[src/rtl/status_src_sched.sv]
`default_nettype none
// ============================================================================
// Module      : status_src_sched
// Description : Round-robin scheduler packing four 32-bit status sources into
//               6-byte packets for a status_router2 input channel.
// Revision    : 1.0 - initial release
// ============================================================================
module status_src_sched #(
    parameter logic [7:0] STATUS_ADDR0 = 8'h00,
    parameter logic [7:0] STATUS_ADDR1 = 8'h01,
    parameter logic [7:0] STATUS_ADDR2 = 8'h02,
    parameter logic [7:0] STATUS_ADDR3 = 8'h03
) (
    input  logic         clk,
    input  logic         rst,
    input  logic         cmd_we,
    input  logic [1:0]   cmd_chn,
    input  logic [7:0]   cmd_data,
    input  logic [3:0]   src_ev,
    input  logic [127:0] src_data,
    output logic [7:0]   db,
    output logic         rq,
    input  logic         start,
    output logic         busy
);

    localparam logic [1:0] S_IDLE     = 2'd0;
    localparam logic [1:0] S_REQ      = 2'd1;
    localparam logic [1:0] S_SEND     = 2'd2;
    localparam logic [2:0] C_LAST_IDX = 3'd5;

    logic [1:0]  r_state;
    logic [2:0]  r_idx;
    logic [39:0] r_sh;
    logic [1:0]  r_src;
    logic [1:0]  r_ptr;
    logic [1:0]  r_mode [4];
    logic [3:0]  r_pend;
    logic [5:0]  r_seq  [4];

    logic        w_found;
    logic        w_grant;
    logic [1:0]  w_win;
    logic [31:0] w_win_data;
    logic [1:0]  w_mode_nxt [4];
    logic [3:0]  w_pend_nxt;
    logic [5:0]  w_seq_nxt  [4];
    logic        w_unused;

    assign w_unused = ^cmd_data[7:3];

    // First pending source at or after the pointer, wrapping modulo 4.
    always_comb begin
        w_found = 1'b0;
        w_win   = r_ptr;
        for (int k = 0; k < 4; k++) begin
            if (!w_found && r_pend[r_ptr + 2'(k)]) begin
                w_found = 1'b1;
                w_win   = r_ptr + 2'(k);
            end
        end
    end

    assign w_grant    = (r_state == S_IDLE) && w_found;
    assign w_win_data = src_data[{w_win, 5'b0} +: 32];

    // Grant clears first, then events and command writes may set again.
    always_comb begin
        w_pend_nxt = r_pend;
        for (int i = 0; i < 4; i++) begin
            w_mode_nxt[i] = r_mode[i];
            w_seq_nxt[i]  = r_seq[i];
            if (w_grant && (w_win == 2'(i))) begin
                w_pend_nxt[i] = 1'b0;
                w_seq_nxt[i]  = r_seq[i] + 6'd1;
                if (r_mode[i] == 2'd1) begin
                    w_mode_nxt[i] = 2'd0;
                end else if (r_mode[i] == 2'd3) begin
                    w_mode_nxt[i] = 2'd2;
                end
            end
            if (src_ev[i] && r_mode[i][1]) begin
                w_pend_nxt[i] = 1'b1;
            end
            if (cmd_we && (cmd_chn == 2'(i))) begin
                w_mode_nxt[i] = cmd_data[1:0];
                if (cmd_data[0]) begin
                    w_pend_nxt[i] = 1'b1;
                end else if (cmd_data[1:0] == 2'd0) begin
                    w_pend_nxt[i] = 1'b0;
                end
                if (cmd_data[2]) begin
                    w_seq_nxt[i] = 6'd0;
                end
            end
        end
    end

    always_ff @(posedge clk) begin
        if (rst) begin
            r_state <= S_IDLE;
            r_idx   <= 3'd0;
            r_sh    <= 40'd0;
            r_src   <= 2'd0;
            r_ptr   <= 2'd0;
            r_pend  <= 4'd0;
            for (int i = 0; i < 4; i++) begin
                r_mode[i] <= 2'd0;
                r_seq[i]  <= 6'd0;
            end
        end else begin
            r_pend <= w_pend_nxt;
            for (int i = 0; i < 4; i++) begin
                r_mode[i] <= w_mode_nxt[i];
                r_seq[i]  <= w_seq_nxt[i];
            end
            case (r_state)
                S_IDLE: begin
                    if (w_grant) begin
                        r_state <= S_REQ;
                        r_src   <= w_win;
                        r_ptr   <= w_win + 2'd1;
                        r_sh    <= {r_seq[w_win], w_win, w_win_data};
                    end
                end
                S_REQ: begin
                    if (start) begin
                        r_state <= S_SEND;
                        r_idx   <= 3'd1;
                    end
                end
                S_SEND: begin
                    // Byte under transmission always sits in the low lane.
                    r_sh  <= {8'h00, r_sh[39:8]};
                    r_idx <= r_idx + 3'd1;
                    if (r_idx == C_LAST_IDX) begin
                        r_state <= S_IDLE;
                    end
                end
                default: r_state <= S_IDLE;
            endcase
        end
    end

    always_comb begin
        busy = (r_state != S_IDLE);
        rq   = (r_state == S_REQ) || ((r_state == S_SEND) && (r_idx != C_LAST_IDX));
        db   = 8'h00;
        case (r_state)
            S_REQ: begin
                case (r_src)
                    2'd0:    db = STATUS_ADDR0;
                    2'd1:    db = STATUS_ADDR1;
                    2'd2:    db = STATUS_ADDR2;
                    default: db = STATUS_ADDR3;
                endcase
            end
            S_SEND:  db = r_sh[7:0];
            default: db = 8'h00;
        endcase
    end

endmodule
`default_nettype wire

[config.mk]
export PLATFORM = sky130hd
export DESIGN_NAME = status_src_sched
export DESIGN_NICKNAME = d
export VERILOG_FILES = /design/src/rtl/status_src_sched.sv
export SDC_FILE = /design/constraint.sdc
export NUM_CORES = 1
export LEC_CHECK = 0
export ABC_CLOCK_PERIOD_IN_PS = 1950
export BUFFER_PORTS_ARGS = -buffer_cell sky130_fd_sc_hd__buf_2
export CORE_ASPECT_RATIO = 0.6
export CORE_MARGIN = 2
export CORE_UTILIZATION = 47
export DETAILED_ROUTE_END_ITERATION = 8
export HOLD_SLACK_MARGIN = 0.06
export PLACE_DENSITY_LB_ADDON = 0.08
export RECOVER_POWER = 50
export SLEW_MARGIN = 20
export SYNTH_ARGS = -nofsm -noshare
export SYNTH_HDL_FRONTEND = slang
export SYNTH_SLANG_ARGS = --single-unit
[constraint.sdc]
create_clock -name clk -period 1.95 [get_ports clk]
set_input_delay 0.0975 -clock clk [delete_from_list [all_inputs] [get_ports clk]]
set_output_delay 0.0975 -clock clk [all_outputs]
set_load 0.05 [all_outputs]
==> impl_metrics.toml <==
[status]
status = "finished, violations left"
violations = "setup timing"

[finish]
drive_gt1_share_pct = 36.99
regArea_sq_um = 1637
post-route-util_pct = 65.68
final_nets = 934
antenna_cells = 0
areaGrowthSynthToFinish_pct = 36.29
multi_input_area_sq_um = 3147
fillers = 932

[clock_tree]
cts_max_level = 3
numCtsBuffers = 9
cts_tree = "done"
clk_path_buf_depth = 2
clkLatencyLatePin_ps = 340
clk_pin_slew_ps = 60
clock-sinks = 81
root_buffer = "clkbuf_16"

[timing]
period_needed_ps = 1992
worst_pin_slew_ps = 548.2
slew_headroom_pct = 63.38
skew_ps = 5.016
fmax_mhz = 502.0
layout_setup_ws_ps = -41.89
finalSetupViolations = 2
period_share_pct = 102.1
finalSetupTns_ps = -62.34
hold_viol = 0
grt_setup_unrepaired = "true"
slew_viol_final = 0

[yosys]
syn-num-nets = 755
syn_avg_cell_area_sq_um = 8.452
synth_cells = 600
synth-async-reset-ratio_pct = 0
yosysWarnings = 0
yosysTopAreaCellShare_pct = 31.98
synth-seq-area-share_pct = 31.98
synth-edff-count = 0
yosysTopAreaCell = "dfxtp_1"
synth_cell_types = 70
ys_seq_elements = 81
ys_top_cells_by_area = "dfxtp_1 32%, mux2i_1 6.5%, a221oi_1 5.7%"
synth-main-ff-cell = "dfxtp_1"
syn-cell-area_sq_um = 5071

[pwr]
p_leak_nw = 2.888
power_mw = 7.286
p_per_area_nw_per_um2 = 1054
ir_worst_vdd_v = 0.0005377

[critical_path]
path_delay_family = "simple AND/OR/NAND/NOR gates"
critPathKind = "flip-flop to flip-flop"
cp.required_ps = 2220
end_kind = "flip-flop"
cp_slowest_cell = "or4_4"
critPathLaunchType = "flip-flop"
path_cells = "buf_6 > nor3b_4 > nor3_4 > a211oi_4 > nand3_4 > or4_4 > a21oi_1"
max_stage_delay_ps = 500
crit_buf_inv = 1
crit_fanout = 6
worstPathArrival_ps = 2260

[floorplanning]
ios = 156
rows = 29
die_x_microns = 138.1
dieArea_sq_um = 11660
dieHeight_microns = 84.46
start_util_pct = 48.19
core-area_sq_um = 10520

[global_route]
grt_overflow = 0
grt_pass1_wl_microns = 24510
gr-usage-met2_pct = 38.57
grt_pass1_vias = 4974
gr-usage-met3_pct = 5.876
use_met1_pct = 37.57
busiest_layer = "met2"
grt.total_usage_pct = 25.67
grt_max_degree = 52
antenna_found_initial = 0

[detailed_routing]
drt-wirelength-per-cell_microns = 17.10
routed_wl_microns = 15780
dr.pass1.iters = 6
first_iter_violations = 449
post-route-drc-count = 0
via_per_inst = 5.796
vias = 5350
final_antenna_net_count = 0

[place]
place_congestion = 0.9134
dp_hpwl_microns = 11100
numPortBuffers = 150

[worst_hold_path]
hold_class = "primary input to flip-flop"

[job]
max_cap_violations = 0
[final timing paths]
check                       to  cells after the start  slack [ps]        start
setup / recovery   r_seq[1][5]                      7         -40    r_pend[0]
hold / removal    r_mode[0][1]                      3          80  cmd_data[1]
setup reg to reg   r_seq[1][5]                      7         -40    r_pend[0]
hold reg to reg       r_sh[38]                      2         450     r_sh[38]
[through the flow]
stage | setup WS (ps) | cell area (sq um) | instances | hold slack (ps)
after floorplan | 0.5969 | 5090 | 600 | 244.6
after global placement | -14.48 | 6180 | 891 | 358.2
after detailed placement | -99.66 | 6180 | 891 | 374.3
after CTS | 6.163 | 6559 | 911 | 61.52
after global routing | -79.08 | 6912 | 923 | 83.91
final | -41.89 | 6912 | 923 | 79.17
[placed cells by master, fill, tap and decap left out, drive strengths merged, types with 2 or more instances in the layout]
master,netlist,routed
buf,26,204
dfxtp,81,81
a21oi,58,58
nand2,44,44
o21ai,44,44
inv,43,42
nor2,37,37
mux2i,33,33
a221oi,33,33
a22o,28,28
clkbuf,24,22
nand3,16,16
xor2,13,13
nor3,12,12
ha,9,9
and2,8,8
and3,7,7
a21o,7,7
or3,6,6
nand4,6,6
nor2b,6,6
o221ai,5,5
a22oi,5,5
mux2,5,5
a311oi,5,5
a211oi,5,5
a222oi,4,4
dlygate4sd3,0,4
nand2b,4,4
nor3b,3,3
clkinvlp,0,2
a211o,2,2
o31ai,2,2
nand3b,2,2
nor4,2,2
o22a,2,2
clkinv,0,2
[timing repair]
action                     4_1_cts  5_1_grt
gates cloned                     0        5
setup buffers                    0        7
hold endpoints to repair         4        0
setup endpoints to repair       30       51
pin swaps                        0       13
hold buffers                     4        0
gates resized for setup         11       50
[layer usage]
metal	share of wire, %	vias up
met3	7.1	14
met4	0.96	0
met2	44	201
met1	48	2568
met5	0	-
li1	-	2567
[sequential cells by signal, indices dropped and copies added (netlist names)]
| name | cells |
|---|---|
| r_sh | 40 |
| r_seq | 24 |
| r_mode | 4 |
| r_pend | 4 |
| r_idx | 3 |
| r_ptr | 2 |
| r_src | 2 |
| r_state | 2 |
[power by group]
part           switching (mW)  internal, mW  total (mW)
Sequential              0.204          1.95        2.15
Combinational            1.80          1.59        3.39
Clock                   0.687          1.06        1.75
[cell families after synthesis]
logic type | after synthesis | share of synthesized area (%)
adder cells (fa/ha/maj) | 9 | 2.221
buffers and inverters | 93 | 9.968
XOR/XNOR | 14 | 2.418
multiplexers | 38 | 7.624
AND/OR/NAND/NOR | 160 | 17.12
AO/OA/AOI/OAI | 205 | 28.67
flip-flops | 81 | 31.98
[layout make-up]
| cell class | count | share of cell area (%) |
|---|---|---|
| Tap cell | 139 | 2.516 |
| Clock buffer | 12 | 3.711 |
| Timing Repair Buffer | 218 | 21.40 |
| Clock inverter | 4 | 0.7422 |
| Sequential cell | 81 | 23.68 |
| Inverter | 43 | 2.426 |
| Multi-Input combinational cell | 426 | 45.53 |
[synth_stat cells (5+ instances only)]
| cell | n |
|---|---|
| nor2b_1 | 6 |
| buf_6 | 11 |
| o21ai_0 | 21 |
| inv_1 | 42 |
| nor3_1 | 11 |
| dfxtp_1 | 81 |
| nor2_1 | 35 |
| and2_1 | 8 |
| ha_1 | 9 |
| buf_2 | 7 |
| mux2i_1 | 33 |
| or3_1 | 6 |
| and3_1 | 7 |
| buf_4 | 5 |
| nand3_1 | 14 |
| xor2_1 | 13 |
| a21oi_1 | 57 |
| a311oi_1 | 5 |
| o221ai_1 | 5 |
| mux2_1 | 5 |
| a22o_1 | 28 |
| clkbuf_1 | 23 |
| a221oi_1 | 33 |
| nand4_1 | 6 |
| nand2_1 | 40 |
| o21ai_1 | 21 |
| a21o_1 | 6 |
[worst reg2reg max path: cells and delay by family (launching register included)]
| kind | cells | cell delay [ps] |
|---|---|---|
| buffers and inverters | 1 | 130 |
| AND/OR/NAND/NOR | 4 | 970 |
| flip-flops | 1 | 370 |
| AO/OA/AOI/OAI | 2 | 460 |
No activity file was read; power rests on OpenSTA's default activity.
